File: src/rtl/uart_pkg.sv
// Shared types and constants for the oversampling UART receiver.
//   rx_state_t    : receiver FSM states
//   parity_mode_t : encoding of the Parity_Mode input (3 behaves as none)
//   ERR_*         : bit positions inside Rx_Error
//   majority3     : 2-of-3 vote used for bit recovery
package uart_pkg;

  typedef enum logic [2:0] {
    ST_IDLE     = 3'd0,
    ST_START    = 3'd1,
    ST_DATA     = 3'd2,
    ST_PARITY   = 3'd3,
    ST_STOP1    = 3'd4,
    ST_STOP2    = 3'd5,
    ST_DONE     = 3'd6,
    ST_BRK_WAIT = 3'd7
  } rx_state_t;

  typedef enum logic [1:0] {
    PAR_NONE = 2'd0,
    PAR_EVEN = 2'd1,
    PAR_ODD  = 2'd2
  } parity_mode_t;

  localparam int unsigned ERR_OVR = 3;
  localparam int unsigned ERR_BRK = 2;
  localparam int unsigned ERR_PAR = 1;
  localparam int unsigned ERR_FRM = 0;

  function automatic logic majority3(input logic a, input logic b, input logic c);
    return (a & b) | (a & c) | (b & c);
  endfunction

endpackage

File: src/rtl/uart_baud_tick.sv
// Baud tick generator: counts 0..div and pulses tick_c on the wrap cycle.
//   Clk, Rst_N : clock, async active-low reset
//   restart    : force the counter back to 0 (start-edge alignment)
//   div        : terminal count; div=0 ticks every clock
//   tick_c     : combinational one-clock tick pulse
module uart_baud_tick #(
  parameter int unsigned DIV_WIDTH = 16
) (
  input  logic                 Clk,
  input  logic                 Rst_N,
  input  logic                 restart,
  input  logic [DIV_WIDTH-1:0] div,
  output logic                 tick_c
);

  logic [DIV_WIDTH-1:0] cnt_q;
  logic [DIV_WIDTH-1:0] cnt_d;

  assign tick_c = (cnt_q == div);

  // Next count: wrap on tick, realign on restart.
  always_comb begin
    cnt_d = cnt_q + DIV_WIDTH'(1);
    if (restart || tick_c) begin
      cnt_d = '0;
    end
  end

  always_ff @(posedge Clk or negedge Rst_N) begin
    if (!Rst_N) begin
      cnt_q <= '0;
    end else begin
      cnt_q <= cnt_d;
    end
  end

endmodule

File: src/rtl/uart_rx_os.sv
// Oversampling UART receiver with 3-sample majority vote, runtime parity
// and stop-bit selection, and a valid/ack holding register with error flags.
//   Clk, Rst_N   : clock, async active-low reset
//   Rx_In        : raw serial line (idle high), synchronised internally
//   Baud_Div     : one baud tick every Baud_Div+1 clocks
//   Parity_Mode  : 0 none, 1 even, 2 odd, 3 none
//   Two_Stop     : 1 selects two stop bits
//   Rx_Ack       : consumer accepts the held frame
//   Data_Rdy_Out : holding register valid
//   Rx_Data_Out  : received data word
//   Rx_Error     : {overrun, break, parity, framing}
//   RTS          : inverse of Data_Rdy_Out
//   Busy         : receiver FSM not idle
module uart_rx_os
  import uart_pkg::*;
#(
  parameter int unsigned DATA_BITS  = 8,
  parameter int unsigned OVERSAMPLE = 16,
  parameter int unsigned DIV_WIDTH  = 16
) (
  input  logic                 Clk,
  input  logic                 Rst_N,
  input  logic                 Rx_In,
  input  logic [DIV_WIDTH-1:0] Baud_Div,
  input  logic [1:0]           Parity_Mode,
  input  logic                 Two_Stop,
  input  logic                 Rx_Ack,
  output logic                 Data_Rdy_Out,
  output logic [DATA_BITS-1:0] Rx_Data_Out,
  output logic [3:0]           Rx_Error,
  output logic                 RTS,
  output logic                 Busy
);

  localparam int unsigned OS_W  = $clog2(OVERSAMPLE);
  localparam int unsigned BIT_W = $clog2(DATA_BITS);

  localparam logic [OS_W-1:0]  OS_S0    = OS_W'(OVERSAMPLE / 2 - 1);
  localparam logic [OS_W-1:0]  OS_S1    = OS_W'(OVERSAMPLE / 2);
  localparam logic [OS_W-1:0]  OS_S2    = OS_W'(OVERSAMPLE / 2 + 1);
  localparam logic [OS_W-1:0]  OS_LAST  = OS_W'(OVERSAMPLE - 1);
  localparam logic [BIT_W-1:0] BIT_LAST = BIT_W'(DATA_BITS - 1);

  // Line synchroniser and edge history
  logic sync1_q, sync2_q, line_prev_q;
  logic line;

  rx_state_t state_q, state_d;

  logic [OS_W-1:0]      os_cnt_q, os_cnt_d;
  logic [BIT_W-1:0]     bit_cnt_q, bit_cnt_d;
  logic [1:0]           smp_q, smp_d;
  logic [DATA_BITS-1:0] shreg_q, shreg_d;
  logic                 par_bit_q, par_bit_d;
  logic                 stop1_q, stop1_d;
  logic                 frm_err_q, frm_err_d;
  logic                 hi_run_q, hi_run_d;

  // Frame configuration captured at the start edge
  logic [DIV_WIDTH-1:0] div_q, div_d;
  logic                 par_en_q, par_en_d;
  logic                 par_odd_q, par_odd_d;
  logic                 two_q, two_d;

  // Holding register and registered outputs
  logic                 rdy_q, rdy_d;
  logic [DATA_BITS-1:0] data_q, data_d;
  logic [3:0]           err_q, err_d;
  logic                 rts_q, rts_d;
  logic                 busy_q, busy_d;

  logic tick_c, start_edge_c, decide_c, wrap_c, maj_c, brk_c, par_err_c;

  assign line         = sync2_q;
  assign start_edge_c = (state_q == ST_IDLE) && line_prev_q && !line;
  assign decide_c     = tick_c && (os_cnt_q == OS_S2);
  assign wrap_c       = tick_c && (os_cnt_q == OS_LAST);
  assign maj_c        = majority3(smp_q[0], smp_q[1], line);
  assign brk_c        = (shreg_q == '0) && !(par_en_q && par_bit_q) && !stop1_q;
  assign par_err_c    = par_en_q && ((^shreg_q) ^ par_bit_q ^ par_odd_q);

  uart_baud_tick #(
    .DIV_WIDTH (DIV_WIDTH)
  ) u_tick (
    .Clk     (Clk),
    .Rst_N   (Rst_N),
    .restart (start_edge_c),
    .div     (div_q),
    .tick_c  (tick_c)
  );

  // Next-state logic. Bits advance on the os_cnt wrap; the final stop bit
  // finishes at its decision tick so the next start edge is not missed.
  always_comb begin
    state_d = state_q;
    case (state_q)
      ST_IDLE:     if (start_edge_c) state_d = ST_START;
      ST_START: begin
        if (decide_c && maj_c)  state_d = ST_IDLE;
        else if (wrap_c)        state_d = ST_DATA;
      end
      ST_DATA: begin
        if (wrap_c && (bit_cnt_q == BIT_LAST)) begin
          state_d = par_en_q ? ST_PARITY : ST_STOP1;
        end
      end
      ST_PARITY:   if (wrap_c) state_d = ST_STOP1;
      ST_STOP1: begin
        if (decide_c && !two_q)    state_d = ST_DONE;
        else if (wrap_c && two_q)  state_d = ST_STOP2;
      end
      ST_STOP2:    if (decide_c) state_d = ST_DONE;
      ST_DONE:     state_d = brk_c ? ST_BRK_WAIT : ST_IDLE;
      ST_BRK_WAIT: if (tick_c && line && hi_run_q) state_d = ST_IDLE;
      default:     state_d = ST_IDLE;
    endcase
  end

  // Datapath and output next values.
  always_comb begin
    os_cnt_d  = os_cnt_q;
    bit_cnt_d = bit_cnt_q;
    smp_d     = smp_q;
    shreg_d   = shreg_q;
    par_bit_d = par_bit_q;
    stop1_d   = stop1_q;
    frm_err_d = frm_err_q;
    hi_run_d  = 1'b0;
    div_d     = div_q;
    par_en_d  = par_en_q;
    par_odd_d = par_odd_q;
    two_d     = two_q;
    rdy_d     = rdy_q;
    data_d    = data_q;
    err_d     = err_q;

    // Oversample counter only runs inside a bit period
    if ((state_q == ST_IDLE) || (state_q == ST_DONE) || (state_q == ST_BRK_WAIT)) begin
      os_cnt_d = '0;
    end else if (tick_c) begin
      os_cnt_d = wrap_c ? '0 : os_cnt_q + OS_W'(1);
    end

    if (tick_c && (os_cnt_q == OS_S0)) smp_d[0] = line;
    if (tick_c && (os_cnt_q == OS_S1)) smp_d[1] = line;

    if (start_edge_c) begin
      div_d     = Baud_Div;
      par_en_d  = (Parity_Mode == PAR_EVEN) || (Parity_Mode == PAR_ODD);
      par_odd_d = (Parity_Mode == PAR_ODD);
      two_d     = Two_Stop;
      bit_cnt_d = '0;
      par_bit_d = 1'b0;
      stop1_d   = 1'b1;
      frm_err_d = 1'b0;
    end

    case (state_q)
      ST_DATA: begin
        if (decide_c) shreg_d = {maj_c, shreg_q[DATA_BITS-1:1]};
        if (wrap_c)   bit_cnt_d = bit_cnt_q + BIT_W'(1);
      end
      ST_PARITY: if (decide_c) par_bit_d = maj_c;
      ST_STOP1: begin
        if (decide_c) begin
          stop1_d   = maj_c;
          frm_err_d = !maj_c;
        end
      end
      ST_STOP2: if (decide_c) frm_err_d = frm_err_q | !maj_c;
      default: ;
    endcase

    // Break exit needs the line high across one complete tick interval
    if ((state_q == ST_BRK_WAIT) && line) begin
      hi_run_d = tick_c ? 1'b1 : hi_run_q;
    end

    // Holding register: load on DONE when free or freed this cycle
    if (state_q == ST_DONE) begin
      if (!rdy_q || Rx_Ack) begin
        rdy_d          = 1'b1;
        data_d         = shreg_q;
        err_d          = '0;
        err_d[ERR_BRK] = brk_c;
        err_d[ERR_PAR] = par_err_c;
        err_d[ERR_FRM] = frm_err_q | brk_c;
      end else begin
        err_d[ERR_OVR] = 1'b1;
      end
    end else if (rdy_q && Rx_Ack) begin
      rdy_d = 1'b0;
    end

    rts_d  = !rdy_d;
    busy_d = (state_d != ST_IDLE);
  end

  // Synchroniser idles high so reset never fakes a start edge.
  always_ff @(posedge Clk or negedge Rst_N) begin
    if (!Rst_N) begin
      sync1_q     <= 1'b1;
      sync2_q     <= 1'b1;
      line_prev_q <= 1'b1;
    end else begin
      sync1_q     <= Rx_In;
      sync2_q     <= sync1_q;
      line_prev_q <= sync2_q;
    end
  end

  always_ff @(posedge Clk or negedge Rst_N) begin
    if (!Rst_N) begin
      state_q <= ST_IDLE;
    end else begin
      state_q <= state_d;
    end
  end

  always_ff @(posedge Clk or negedge Rst_N) begin
    if (!Rst_N) begin
      os_cnt_q  <= '0;
      bit_cnt_q <= '0;
      smp_q     <= 2'b11;
      shreg_q   <= '0;
      par_bit_q <= 1'b0;
      stop1_q   <= 1'b1;
      frm_err_q <= 1'b0;
      hi_run_q  <= 1'b0;
      div_q     <= '0;
      par_en_q  <= 1'b0;
      par_odd_q <= 1'b0;
      two_q     <= 1'b0;
      rdy_q     <= 1'b0;
      data_q    <= '0;
      err_q     <= '0;
      rts_q     <= 1'b1;
      busy_q    <= 1'b0;
    end else begin
      os_cnt_q  <= os_cnt_d;
      bit_cnt_q <= bit_cnt_d;
      smp_q     <= smp_d;
      shreg_q   <= shreg_d;
      par_bit_q <= par_bit_d;
      stop1_q   <= stop1_d;
      frm_err_q <= frm_err_d;
      hi_run_q  <= hi_run_d;
      div_q     <= div_d;
      par_en_q  <= par_en_d;
      par_odd_q <= par_odd_d;
      two_q     <= two_d;
      rdy_q     <= rdy_d;
      data_q    <= data_d;
      err_q     <= err_d;
      rts_q     <= rts_d;
      busy_q    <= busy_d;
    end
  end

  assign Data_Rdy_Out = rdy_q;
  assign Rx_Data_Out  = data_q;
  assign Rx_Error     = err_q;
  assign RTS          = rts_q;
  assign Busy         = busy_q;

endmodule

File: config.mk
export PLATFORM = sky130hd
export DESIGN_NAME = uart_rx_os
export DESIGN_NICKNAME = d
export VERILOG_FILES = /design/src/rtl/uart_pkg.sv /design/src/rtl/uart_baud_tick.sv /design/src/rtl/uart_rx_os.sv
export SDC_FILE = /design/constraint.sdc
export NUM_CORES = 1
export LEC_CHECK = 0
export ABC_AREA = 1
export CAP_MARGIN = 20
export CORE_MARGIN = 4
export CORE_UTILIZATION = 30
export DETAILED_ROUTE_END_ITERATION = 10
export DONT_BUFFER_PORTS = 1
export PLACE_DENSITY = 0.51
export SYNTH_ARGS = -nofsm -noshare
export SYNTH_HDL_FRONTEND = slang
export SYNTH_SLANG_ARGS = --single-unit
export TNS_END_PERCENT = 1
File: constraint.sdc
create_clock -name Clk -period 2 [get_ports Clk]
set_clock_uncertainty 0.15 [all_clocks]
set_input_delay 0.2 -clock Clk [delete_from_list [all_inputs] [get_ports Clk]]
set_output_delay 0.2 -clock Clk [all_outputs]
set_load 0.01 [all_outputs]
==> results.md <==
* Outcome: finished with violations
* Failing checks: hold timing
* Global-route wire length before repair at 15.4 mm
* GR Util All Layers at 12.8%
* Initial core utilization at 30.6%
* Relative slew slack at 74.5%
* Port bufs at 0
* Hold_ws at -0.593 ns
* Max_cap viols at 0
* YS warnings at 0
* Grt ovf at 0
* Pin count of the biggest net entering global routing at 78
* 1st-pass router iterations at 4
* Max incr delay on CP at 0.40 ns
* Clock root buffer: clkbuf_16
* RSZ-0062 raised after global routing: yes
* Final period util at 99.7%
* Critical Path RT at 2.08 ns
* # DRC at 0
* Worst-margin pin slew at 0.381 ns
* Drt total wl at 9.13 mm
* Design Power at 4520 uW
* Initial antenna violation count at 0
* I/O pins at 38
* Cell count after synthesis at 503
* Final antenna diode count at 0
* Worst hold path class: primary input to async pin
* CTS Buf Count at 9
* Cell Area, Placed at 4400 um2
* Num Clock Sinks at 77
* Critical Path Sink: u_tick.cnt_q[14]
* Worst-path fanout max at 4
* Syn nets at 537
* Hpwl dp at 6.48 mm
* Clock transition at path regs at 0.06 ns
* Clk_lat worst skew at 0.34 ns
* CP arrival at 2.07 ns
* Hold Buf Count CTS at 21
* Die W at 124 um
* Gpl congestion at 0.828
* Die ar. at 15,400 um2
* RR Endpoint: u_tick.cnt_q[14]
* Max-slew violation count at 0
* Placed instance count at 693
* Synth cell types at 39
* Syn Area/Cell at 8.02 um2
* FF-to-FF Start: u_tick.cnt_q[0]
* Ratio of cells with drive above 1 in the final layout at 27.6%
* Final min period at 1.99 ns
* Setup Crit Path Kind: flip-flop to flip-flop
* Htree depth at 3
* Area Overhead vs Synth at 33.1%
* Max Freq at 502 MHz
* R2R cell count at 9
* Final net count at 605
* Yosys reg bits at 77
* Commonest non-fill, non-tap cell in the layout: nand2_1
* Clock buffer depth at 2
* Post-route antenna net violation count at 0
* Pleak at 0.00261 uW
* DR WL/cell at 12.1 um
* Type of origin of the critical path: flip-flop
* Cell row count at 42
* Via count at 3,322
* Area of the core at 13,200 um2
* Worst setup EP type: flip-flop
* Seq/Total Area, Yosys at 48.0%
* PD cells at 841 nW/um2
* Reg2Reg Setup Slack at 0.006 ns
* Mapped Area at 4030 um2
* First element of the critical path: u_tick.cnt_q[0]
* Final Hold Violating Endpoints at 77
* Cells along the critical path: ha_2 -> nand4_1 -> nor2_1 -> nand2_1 -> nor3_2 -> nand3_2 -> nor2_4 -> and3_1 -> nor3_1
* Design Area, Final at 5370 um2
* Final Non-Filler Cells at 752
* Most frequent cells in the layout: nand2_1, dfrtp_1, inv_1, o21ai_0, buf_4
* Vias per cell at 4.42
* Initial DRC Count at 157
* Clock tree from TritonCTS: done
* Die Y at 124 um
* Vias in the first global route at 3,246
* Worst vdd rail ir drop at 0.000396 V
* Crit path max-delay cell type: dfrtp_1
* Setup violations, final at 0
[registers in the layout, indices dropped and copies added, names as in the netlist, 2 cells and up]
name / cells
div_q: 16
u_tick.cnt_q: 16
Rx_Data_Out: 8
shreg_q: 8
Rx_Error: 4
os_cnt_q: 4
bit_cnt_q: 3
state_q: 3
smp_q: 2
[power by group]
part	internal [uW]	leakage, uW	total [uW]	switching, uW
Sequential	1690	0.000981	1810	117
Combinational	355	0.00146	811	455
Clock	1260	0.000170	1900	639
Total	3310	0.00261	4520	1210
[timing repair]
item	4_1_cts	5_1_grt
setup buffers	3	19
setup endpoints to repair	6	23
pin swaps	3	41
gates resized for setup	7	68
hold endpoints to repair	99	77
[layer usage]
metal | GRT usage, % | share of wire (%) | vias up
met4 | 4.72 | 1.2 | 0
met1 | 17.5 | 49 | 1535
li1 | - | - | 1725
met3 | 3.81 | 4.0 | 8
met5 | 0 | 0 | -
met2 | 19.3 | 46 | 54
[final cells by class]
class	count	area, um2
Clock buffer	11	243
Clock inverter	5	108
Fill cell	1334	7820
Inverter	81	304
Multi-Input combinational cell	337	1980
Sequential cell	77	1940
Tap cell	176	220
Timing Repair Buffer	65	577
[cell families (layout without fill, tap and decap cells)]
logic type | after synthesis | after routing | synth area share, %
flops | 77 | 77 | 48.0
simple gates | 252 | 252 | 29.2
compound gates | 62 | 62 | 8.34
fa+ha+maj | 11 | 11 | 3.41
xor+xnor | 12 | 12 | 2.61
buf+inv | 89 | 162 | 8.44
[synthesized netlist by cell type (all sizes together)]
library cell,instances,area (um2)
o21ai,45,229
inv,80,300
nor3,10,70.1
nor3b,4,35.0
and3,3,18.8
a211oi,2,15.0
xnor2,5,43.8
ha,11,138
a21boi,1,7.51
nand4,8,50.1
nor4,3,18.8
o21a,1,7.51
o31ai,2,15.0
o22ai,2,12.5
dfstp,7,184
clkinv,1,3.75
a21oi,8,43.8
nand3,26,148
a31oi,1,6.26
xor2,7,61.3
buf,3,17.5
dfrtp,70,1750
clkbuf,5,18.8
nor2,52,268
nand2,146,571
[worst max-delay path: cells and delay by family (launching register included)]
family	cells	cell delay [ns]
DFF	1	0.40
adders and majority gates	1	0.21
and+or+nand+nor	8	1.13
[worst min-delay path by stage]
| stage | from | end | slack (ns) | depth (start not counted) |
|---|---|---|---|---|
| after CTS | Rst_N | div_q[13] | -0.62 | 0 |
| after global routing | Rst_N | div_q[12] | -0.62 | 0 |
| after floorplan | Rst_N | Busy | -0.25 | 0 |
| final | Rst_N | div_q[12] | -0.59 | 0 |
| after global placement | Rst_N | div_q[12] | -0.24 | 0 |
| after detailed placement | Rst_N | div_q[13] | -0.24 | 0 |
[metrics by stage]
step / utilization [%] / TNS (ns) / setup WS (ns)
global placement: 33.3 / -0.103 / -0.0689
global route: 40.7 / -0.530 / -0.122
finish: 40.7 / 0 / 0.00605
floorplan: - / 0 / 0.208
detailed placement: 33.3 / -0.193 / -0.0851
CTS: 37.9 / 0 / 0.00339
Power figures use the tool's default switching activity.
